File: src/rtl/fetch_issue_if.sv
// Fetch/issue bus: instruction-memory read port, controller start/waiting handshake,
// decoded instruction fields and status. ADDR_W must match the attached fetch_issue_unit.
`timescale 1ns/1ps
interface fetch_issue_if #(
   parameter int ADDR_W = 8
);
   // Memory: the unit holds mem_rd and mem_addr until it samples mem_valid=1 on a rising
   // edge; that word is taken in that cycle. Controller: start stays high until waiting
   // is sampled low, and waiting returning high marks the instruction as done.
   logic              run;
   logic              mem_rd;
   logic [ADDR_W-1:0] mem_addr;
   logic [15:0]       mem_rdata;
   logic              mem_valid;
   logic              waiting;
   logic              start;
   logic [2:0]        opcode;
   logic [1:0]        ALU_op;
   logic [1:0]        shift_op;
   logic [2:0]        Rn;
   logic [2:0]        Rd;
   logic [2:0]        Rm;
   logic [15:0]       sximm8;
   logic [15:0]       sximm5;
   logic [ADDR_W-1:0] pc;
   logic              halted;
   logic [2:0]        fsm_state;

   modport master (
      input  run, mem_rdata, mem_valid, waiting,
      output mem_rd, mem_addr, start, opcode, ALU_op, shift_op, Rn, Rd, Rm,
             sximm8, sximm5, pc, halted, fsm_state
   );

   modport slave (
      output run, mem_rdata, mem_valid, waiting,
      input  mem_rd, mem_addr, start, opcode, ALU_op, shift_op, Rn, Rd, Rm,
             sximm8, sximm5, pc, halted, fsm_state
   );
endinterface

File: src/rtl/fetch_issue_unit.sv
// Fetches one instruction at a time into IR, issues it to the controller and advances the PC.
// Optional macro FETCH_HALT_EN: opcode 3'b111 parks the unit in HALTED until reset.
`timescale 1ns/1ps
module fetch_issue_unit #(
   parameter int                ADDR_W   = 8,
   parameter logic [ADDR_W-1:0] PC_RESET = '0
) (
   input logic         clk,
   input logic         rst,
   fetch_issue_if.master bus
);

   typedef enum logic [2:0] {
      S_IDLE   = 3'd0,
      S_REQ    = 3'd1,
      S_ISSUE  = 3'd2,
      S_EXEC   = 3'd3,
      S_HALTED = 3'd4
   } state_t;

   state_t            state;
   state_t            state_nxt;
   logic [15:0]       ir;
   logic [ADDR_W-1:0] pc_q;
   logic              ir_load;
   logic              pc_inc;
   logic              mem_rd_c;
   logic              start_c;
   logic              halt_hit;

`ifdef FETCH_HALT_EN
   assign halt_hit = (bus.mem_rdata[15:13] == 3'b111);
`else
   assign halt_hit = 1'b0;
`endif

   always_ff @(posedge clk or posedge rst) begin
      if (rst) begin
         state <= S_IDLE;
      end else begin
         state <= state_nxt;
      end
   end

   always_ff @(posedge clk or posedge rst) begin
      if (rst) begin
         ir <= 16'h0000;
      end else if (ir_load) begin
         ir <= bus.mem_rdata;
      end
   end

   // PC moves only once the controller reports completion; an abandoned instruction never bumps it.
   always_ff @(posedge clk or posedge rst) begin
      if (rst) begin
         pc_q <= PC_RESET;
      end else if (pc_inc) begin
         pc_q <= pc_q + 1'b1;
      end
   end

   always_comb begin
      state_nxt = state;
      ir_load   = 1'b0;
      pc_inc    = 1'b0;
      mem_rd_c  = 1'b0;
      start_c   = 1'b0;
      case (state)
         S_IDLE: begin
            if (bus.run) state_nxt = S_REQ;
         end
         S_REQ: begin
            mem_rd_c = 1'b1;
            if (bus.mem_valid) begin
               ir_load   = 1'b1;
               state_nxt = halt_hit ? S_HALTED : S_ISSUE;
            end
         end
         S_ISSUE: begin
            start_c = 1'b1;
            if (!bus.waiting) state_nxt = S_EXEC;
         end
         S_EXEC: begin
            // run is looked at only here, when the instruction has fully retired.
            if (bus.waiting) begin
               pc_inc    = 1'b1;
               state_nxt = bus.run ? S_REQ : S_IDLE;
            end
         end
         S_HALTED: begin
            state_nxt = S_HALTED;
         end
         default: begin
            state_nxt = S_IDLE;
         end
      endcase
   end

   assign bus.mem_rd    = mem_rd_c;
   assign bus.mem_addr  = pc_q;
   assign bus.start     = start_c;
   assign bus.pc        = pc_q;
   assign bus.fsm_state = state;

`ifdef FETCH_HALT_EN
   assign bus.halted = (state == S_HALTED);
`else
   assign bus.halted = 1'b0;
`endif

   assign bus.opcode   = ir[15:13];
   assign bus.ALU_op   = ir[12:11];
   assign bus.Rn       = ir[10:8];
   assign bus.Rd       = ir[7:5];
   assign bus.shift_op = ir[4:3];
   assign bus.Rm       = ir[2:0];
   assign bus.sximm8   = {{8{ir[7]}}, ir[7:0]};
   assign bus.sximm5   = {{11{ir[4]}}, ir[4:0]};

endmodule

File: src/flat_wrapper.sv
// flat-port wrapper written by rule: the top's interface ports become plain ports
module fetch_issue_unit_flat 
#(
   parameter int                ADDR_W   = 8,
   parameter logic [ADDR_W-1:0] PC_RESET = '0
)
  (clk, rst, bus_run, bus_mem_rdata, bus_mem_valid, bus_waiting, bus_mem_rd, bus_mem_addr, bus_start, bus_opcode, bus_ALU_op, bus_shift_op, bus_Rn, bus_Rd, bus_Rm, bus_sximm8, bus_sximm5, bus_pc, bus_halted, bus_fsm_state);
  fetch_issue_if #(.ADDR_W(ADDR_W)) bus_i ();
  input logic clk;
  input logic rst;
  input wire logic [$bits(bus_i.run)-1:0] bus_run;
  input wire logic [$bits(bus_i.mem_rdata)-1:0] bus_mem_rdata;
  input wire logic [$bits(bus_i.mem_valid)-1:0] bus_mem_valid;
  input wire logic [$bits(bus_i.waiting)-1:0] bus_waiting;
  output wire logic [$bits(bus_i.mem_rd)-1:0] bus_mem_rd;
  output wire logic [$bits(bus_i.mem_addr)-1:0] bus_mem_addr;
  output wire logic [$bits(bus_i.start)-1:0] bus_start;
  output wire logic [$bits(bus_i.opcode)-1:0] bus_opcode;
  output wire logic [$bits(bus_i.ALU_op)-1:0] bus_ALU_op;
  output wire logic [$bits(bus_i.shift_op)-1:0] bus_shift_op;
  output wire logic [$bits(bus_i.Rn)-1:0] bus_Rn;
  output wire logic [$bits(bus_i.Rd)-1:0] bus_Rd;
  output wire logic [$bits(bus_i.Rm)-1:0] bus_Rm;
  output wire logic [$bits(bus_i.sximm8)-1:0] bus_sximm8;
  output wire logic [$bits(bus_i.sximm5)-1:0] bus_sximm5;
  output wire logic [$bits(bus_i.pc)-1:0] bus_pc;
  output wire logic [$bits(bus_i.halted)-1:0] bus_halted;
  output wire logic [$bits(bus_i.fsm_state)-1:0] bus_fsm_state;
  assign bus_i.run = bus_run;
  assign bus_i.mem_rdata = bus_mem_rdata;
  assign bus_i.mem_valid = bus_mem_valid;
  assign bus_i.waiting = bus_waiting;
  assign bus_mem_rd = bus_i.mem_rd;
  assign bus_mem_addr = bus_i.mem_addr;
  assign bus_start = bus_i.start;
  assign bus_opcode = bus_i.opcode;
  assign bus_ALU_op = bus_i.ALU_op;
  assign bus_shift_op = bus_i.shift_op;
  assign bus_Rn = bus_i.Rn;
  assign bus_Rd = bus_i.Rd;
  assign bus_Rm = bus_i.Rm;
  assign bus_sximm8 = bus_i.sximm8;
  assign bus_sximm5 = bus_i.sximm5;
  assign bus_pc = bus_i.pc;
  assign bus_halted = bus_i.halted;
  assign bus_fsm_state = bus_i.fsm_state;
  fetch_issue_unit #(.ADDR_W(ADDR_W), .PC_RESET(PC_RESET)) u_core (.clk(clk), .rst(rst), .bus(bus_i));
endmodule
File: config.mk
export PLATFORM = sky130hd
export DESIGN_NAME = fetch_issue_unit_flat
export DESIGN_NICKNAME = d
export VERILOG_FILES = /design/src/rtl/fetch_issue_if.sv /design/src/rtl/fetch_issue_unit.sv /design/src/flat_wrapper.sv
export SDC_FILE = /design/constraint.sdc
export NUM_CORES = 1
export LEC_CHECK = 0
export BUFFER_PORTS_ARGS = -buffer_cell sky130_fd_sc_hd__buf_4
export CAP_MARGIN = 20
export CORE_MARGIN = 2
export CORE_UTILIZATION = 47
export CTS_BUF_LIST = sky130_fd_sc_hd__clkbuf_8
export CTS_CLUSTER_SIZE = 8
export DETAILED_ROUTE_END_ITERATION = 6
export PLACE_DENSITY_LB_ADDON = 0.25
export SLEW_MARGIN = 20
export SYNTH_ARGS = -nofsm -noshare
export SYNTH_HDL_FRONTEND = slang
export SYNTH_SLANG_ARGS = --single-unit
File: constraint.sdc
create_clock -name clk -period 2.5 [get_ports clk]
set_clock_uncertainty 0.2 [all_clocks]
set_input_delay 0.125 -clock clk [delete_from_list [all_inputs] [get_ports clk]]
set_output_delay 0.125 -clock clk [all_outputs]
set_load 0.01 [all_outputs]
==> run metrics, run 1 <==
met2 WL=1520 microns; GRT Total Usage=about 17%; Max Buffers Root-to-Sink=2; ANT cells=0; die span in y=59.8 microns; period utilization=roughly three quarters; total CTS buffers=3; pin count of the biggest net entering global routing=28; Placer Congestion=0.622; Area after DPL=0.00185 sq mm; Crit Path Category=reg -> reg; I/O pin total=between 90 and 100; status=complete, no violations; setup TNS=0 ps; Max-cap violations=0; DR top layer=met4; Final Util=69.5%; Worst Hold Class=in -> reg; Clock transition at path regs=90 ps; initial core utilization=48.7%; Final min period=1840 ps; per-cell routed wire length=12.8 microns; area grow syn2layout=42.7%; M1 WL=1150 microns; DR vias/cell=about 4.6; number of enable flip-flop cells after synthesis=0; die area=0.00357 sq mm; Area contributors post-synth=dfrtp_1 46%, buf_4 22%, mux2_1 7.7%; initial antenna violation count=0; share of the synthesized area in the top cell type=46.2%; CTS tree=done; vias in the first global route=958; # clock sinks=27; DRT iter0 DRCs=18; Fin. Hold Viols=0; Antenna Violating Nets Remaining=0; first-pass GRT wire length=4440 microns; Pleak=0.00109 uW; FFs w/ async S/R, synth=100%; core area=0.00300 sq mm; Setup crit end kind=flop; post-route cell area=0.00209 sq mm; H-tree depth=1; crit-path max cell delay=490 ps; hold_ws=approximately 34 ps; Std-Cell Rows=20; critical path launch point type=flop; clock root buffer=clkbuf_8; CP bufs+invs=0; Layout Nets=218; final WL=2930 microns; Pwr Density=1200 mW/mm^2; Fill cells=241; chip width=59.8 microns; most frequent cell after synthesis=buf_4; synth cell count leaders=42 x buf_4, 27 x dfrtp_1, 10 x mux2_1, 7 x mux2_2; CP required=2450 ps; Mapped Area=0.00146 sq mm; VDD IR max=570 uV; Crit path max-delay family=simple AND/OR/NAND/NOR gates; Clock Latency Late Sink=about 270 ps; Syn Inst Count=126; critical path cell sequence=nand2b_1 > nor2_4 > mux2_1; Max Freq=approximately 0.54 GHz; #FFs+latches synth=27; Cell variety after synth=24; via count=1,060; max-slew violations=0; grt total ovfl=0; router iterations before antenna repair=3; # setup viols final=0; layout cells sized above 1=53.8%; PortBufs=89; Yosys top cell by area=dfrtp_1; WP data arrival=1790 ps; Mapped Nets=between 100 and 150; # DRC=0; RSZ-0062 raised after global routing=false; Avg Inst Size Synth=11.6 sq um; DP Wirelength=2050 microns; Synth Warn #=0; Seq/Total Area, Yosys=46.2%; Worst Path Max Fanout=16; Synth Flop Type=dfrtp_1; Met3 Wirelength=roughly 240 microns; slowest CP cell=dfrtp_1
layer usage:
layer / vias to the layer above / track usage (%)
met5: - / 0
met4: 0 / 6.67
met3: 2 / 2.81
met2: 57 / 29.7
met1: 499 / 19.9
li1: 502 / -
worst register-to-register path, stage by stage (launching register included):
cell	delay [ps]
dfrtp_1	490
nand2b_1	260
nor2_4	390
mux2_1	380
flip-flops by register name, indices dropped and copies added, names as in the netlist:
name                  count
u_core.bus.mem_addr       8
u_core.bus.fsm_state      3
u_core.ir                16
area by class of cell:
type / count / area (sq um) / area share, %
clock buffer: 3 / 41.3 / 1.98
clock inverter: 1 / 5.00 / 0.240
inverter: 3 / 11.3 / 0.540
multi-input combinational: 53 / 449 / 21.5
sequential: 27 / 676 / 32.4
tap: 33 / 41.3 / 1.98
timing repair buffer: 108 / 863 / 41.4
power breakdown:
part	total, uW	internal [uW]	switching (uW)
Combinational	1410	809	599
Sequential	847	620	226
Clock	243	112	132
cell families (layout without fill, tap and decap cells):
kind of cell,count (synthesis),in the layout,share of synthesized area (%)
xor gates and xnor gates,7,7,4.19
other,1,1,0.256
adders and majority gates,1,1,0.855
muxes,17,17,13.1
DFF,27,27,46.2
buffers and inverters,46,115,23.1
and+or+nand+nor,24,24,11.0
AOI/OAI and AO/OA,3,3,1.28
metrics by stage:
stage	cells	total power, uW	setup slack (ps)
finish	228	2500	662
global placement	205	2210	734
floorplan	126	1820	765
detailed placement	205	2250	651
global route	228	2670	552
CTS	227	2510	649
timing repair:
item | in CTS | in global routing
buffers inserted | 0 | 0
hold endpoints to repair | 44 | 0
hold buffers | 18 | 0
resized for setup | 0 | 0
final timing paths:
check                                   startpoint  cells after the start                 endpoint  slack (ps)
min in group asynchronous                      rst                      3  u_core.bus.fsm_state[1]         160
max in group asynchronous                      rst                      4   u_core.bus.mem_addr[4]        1510
hold / removal                         bus_waiting                      4  u_core.bus.fsm_state[0]          30
hold reg to reg             u_core.bus.mem_addr[7]                      1   u_core.bus.mem_addr[7]         310
setup / recovery           u_core.bus.fsm_state[1]                      3             u_core.ir[3]         660
setup reg to reg           u_core.bus.fsm_state[1]                      3             u_core.ir[3]         660
cell usage in the layout (no fill, tap or decap):
cell type,count
buf_4,89
dfrtp_1,27
dlygate4sd3_1,18
mux2_1,10
mux2_2,7
nor2_1,6
xor2_1,6
nand3_1,4
nand2_1,3
inv_1,3
clkbuf_8,3
nor3_1,2
nand2b_1,2
a21oi_1,2
and2_1,1
nand4b_4,1
nand2b_2,1
nor2_4,1
nor3b_1,1
nor2b_1,1
a2bb2oi_1,1
nor4_4,1
xnor2_1,1
ha_1,1
conb_1,1
clkinv_2,1
buf_8,1
No activity file was read; power rests on OpenSTA's default activity.
==> run 2, diff against run 1 <==
--- a/config.mk
+++ b/config.mk
@@ -8,7 +8,7 @@
 export BUFFER_PORTS_ARGS = -buffer_cell sky130_fd_sc_hd__buf_4
 export CAP_MARGIN = 20
 export CORE_MARGIN = 2
-export CORE_UTILIZATION = 47
+export CORE_UTILIZATION = 44
 export CTS_BUF_LIST = sky130_fd_sc_hd__clkbuf_8
 export CTS_CLUSTER_SIZE = 8
 export DETAILED_ROUTE_END_ITERATION = 6
==> constraint.sdc (replaced) <==
create_clock -name clk -period 1.7 [get_ports clk]
set_clock_uncertainty 0.2 [all_clocks]
set_input_delay 0.085 -clock clk [delete_from_list [all_inputs] [get_ports clk]]
set_output_delay 0.085 -clock clk [all_outputs]
set_load 0.01 [all_outputs]
==> run 2 against run 1 <==
  * Worst hold slack gained 200 ps
  * Sequential power up 42%
  * Clock power rose by 44%
  * Critical path type unchanged
  * Largest cell class unchanged
  * Highest routed layer unchanged
==> run metrics, run 2 (synthesis results as in run 1) <==
hold_ws=236 ps (+202 ps); DP Wirelength=2190 microns (+7.0%); Placer Congestion=0.685 (+10%); DR vias/cell=4.37 (-6.0%); Antenna Violating Nets Remaining=0 (unchanged); max reg flops=16 (unchanged); setup TNS=0 ps (unchanged); Max Buffers Root-to-Sink=2 (unchanged); router iterations before antenna repair=4 (+1); FF+latch area=676 sq um (unchanged); # clock sinks=27 (unchanged); area grow syn2layout=47.4%; Fin. Hold Viols=0 (unchanged); total CTS buffers=3 (unchanged); RSZ-0062 raised after global routing=false; ANT cells=0 (unchanged); chip width=61.7 microns (+3.1%); grt total ovfl=0 (unchanged); Largest Register=u_core.ir; Max-cap violations=0 (unchanged); Reg2Reg Depth=4 (+1); die span in y=61.7 microns (+3.1%); Final min period=1600 ps (-240 ps); initial core utilization=47.1% (-1.6 points); crit-path max cell delay=450 ps (-40 ps); Pwr Density=1740 mW/mm^2 (+45%); per-cell routed wire length=12.7 microns (-1.5%); Worst Hold Class=in -> async; # Post-CTS Setup Buffers=0 (unchanged); vias in the first global route=996 (+4.0%); CP required=1650 ps (-800 ps); Clock Latency Late Sink=260 ps (about the same); Max Freq=0.626 GHz (+15%); VDD IR max=877 uV (+54%); PortBufs=89 (unchanged); Pleak=0.00112 uW (+2.6%); Crit path max-delay family=flip-flops; status=complete, no violations; clock root buffer=clkbuf_8; Worst Path Max Fanout=16 (unchanged); reg2reg start=u_core.bus.fsm_state[2]; I/O pin total=91 (unchanged); most common cell after layout, fill and taps aside=buf_4; Worst R2R Setup Slack=100 ps (-560 ps); die area=0.00380 sq mm (+6.4%); period utilization=94.0% (+20 points); Fill cells=246 (+2.1%); most frequent cells in the layout=92 x buf_4, 27 x dfrtp_1, 20 x dlygate4sd3_1; Layout Nets=223 (+2.3%); Clock transition at path regs=90 ps (about the same); H-tree depth=1 (unchanged); CTS tree=done; Crit Path Category=reg -> reg; via count=1,066 (+0.57%); Pwr Total=3740 uW (+50%); Setup crit end kind=flop; Final Util=69.5% (about the same); slowest CP cell=dfrtp_1; layout cells sized above 1=54.5% (+0.65 points); final WL=3090 microns (+5.4%); # setup viols final=0 (unchanged); DRT iter0 DRCs=7 (-11); Crit path depth=4 (+1); pin count of the biggest net entering global routing=28 (unchanged); RR Endpoint=u_core.ir[11]; critical path launch point type=flop; WP data arrival=1550 ps (-240 ps); first-pass GRT wire length=4630 microns (+4.4%); initial antenna violation count=0 (unchanged); Std-Cell Rows=20 (unchanged); CP bufs+invs=1 (+1); critical path cell sequence=nand2b_2 > nor2_4 > buf_12 > mux2_2; GRT Total Usage=16.7% (about the same); # DRC=0 (unchanged); max-slew violations=0 (unchanged); area of the multi-input gates=457 sq um (+1.7%); core area=0.00310 sq mm (+3.3%)
-- run 2: changes by cell type in the layout (fill, tap and decap cells not counted) --
cell	change
buf_4	+3
dlygate4sd3_1	+2
buf_12	+1
buf_8	-1
nand2b_1	-1
nand2b_4	+1
-- run 2: final cells by class --
type | count | share of cell area [%]
Clock buffer | 3 | 1.92
Sequential cell | 27 | 31.3
Timing Repair Buffer | 113 | 42.3
Tap cell | 44 | 2.55
Multi-Input combinational cell | 53 | 21.2
Inverter | 3 | 0.522
Clock inverter | 1 | 0.232
-- run 2: worst max-delay path by stage --
stage | start | endpoint
6_report | u_core.bus.fsm_state[2] | u_core.ir[11]
5_1_grt | u_core.bus.fsm_state[2] | u_core.ir[11]
4_1_cts | u_core.bus.fsm_state[2] | u_core.ir[4]
3_5_place_dp | u_core.bus.fsm_state[2] | u_core.ir[4]
3_3_place_gp | u_core.bus.fsm_state[2] | u_core.ir[13]
2_1_floorplan | u_core.bus.fsm_state[1] | u_core.ir[0]
-- run 2: tightest hold or removal path: stages --
cell and delay (ps):
dlygate4sd3_1 540, buf_4 130, inv_1 40, buf_4 310
-- run 2: where the power goes --
part | switching (uW) | internal, uW | leakage (uW)
logic | 933 | 1260 | 0.000764
clock network | 186 | 164 | 0.0000255
registers | 287 | 913 | 0.000331
total | 1410 | 2340 | 0.00112
-- run 2: per-layer routing --
| metal | part of all wire (%) | track usage [%] |
|---|---|---|
| met5 | 0 | 0 |
| met4 | 1.3 | 6.69 |
| met3 | 7.8 | 2.10 |
| met2 | 53 | 30.7 |
| met1 | 38 | 19.5 |
-- run 2: per-stage QoR --
| step | worst slack, ps | cell area (sq um) | instances |
|---|---|---|---|
| 2_1_floorplan | 3.45 | 1470 | 126 |
| 3_3_place_gp | 165 | 1910 | 220 |
| 3_5_place_dp | 104 | 1910 | 220 |
| 4_1_cts | 87.4 | 2160 | 244 |
| 5_1_grt | 30.6 | 2160 | 244 |
| 6_report | 102 | 2160 | 244 |
-- run 2: repair_timing --
action	4_1_cts	5_1_grt
endpoints found under the hold margin	45	0
gates resized for setup	0	0
hold buffers	20	0
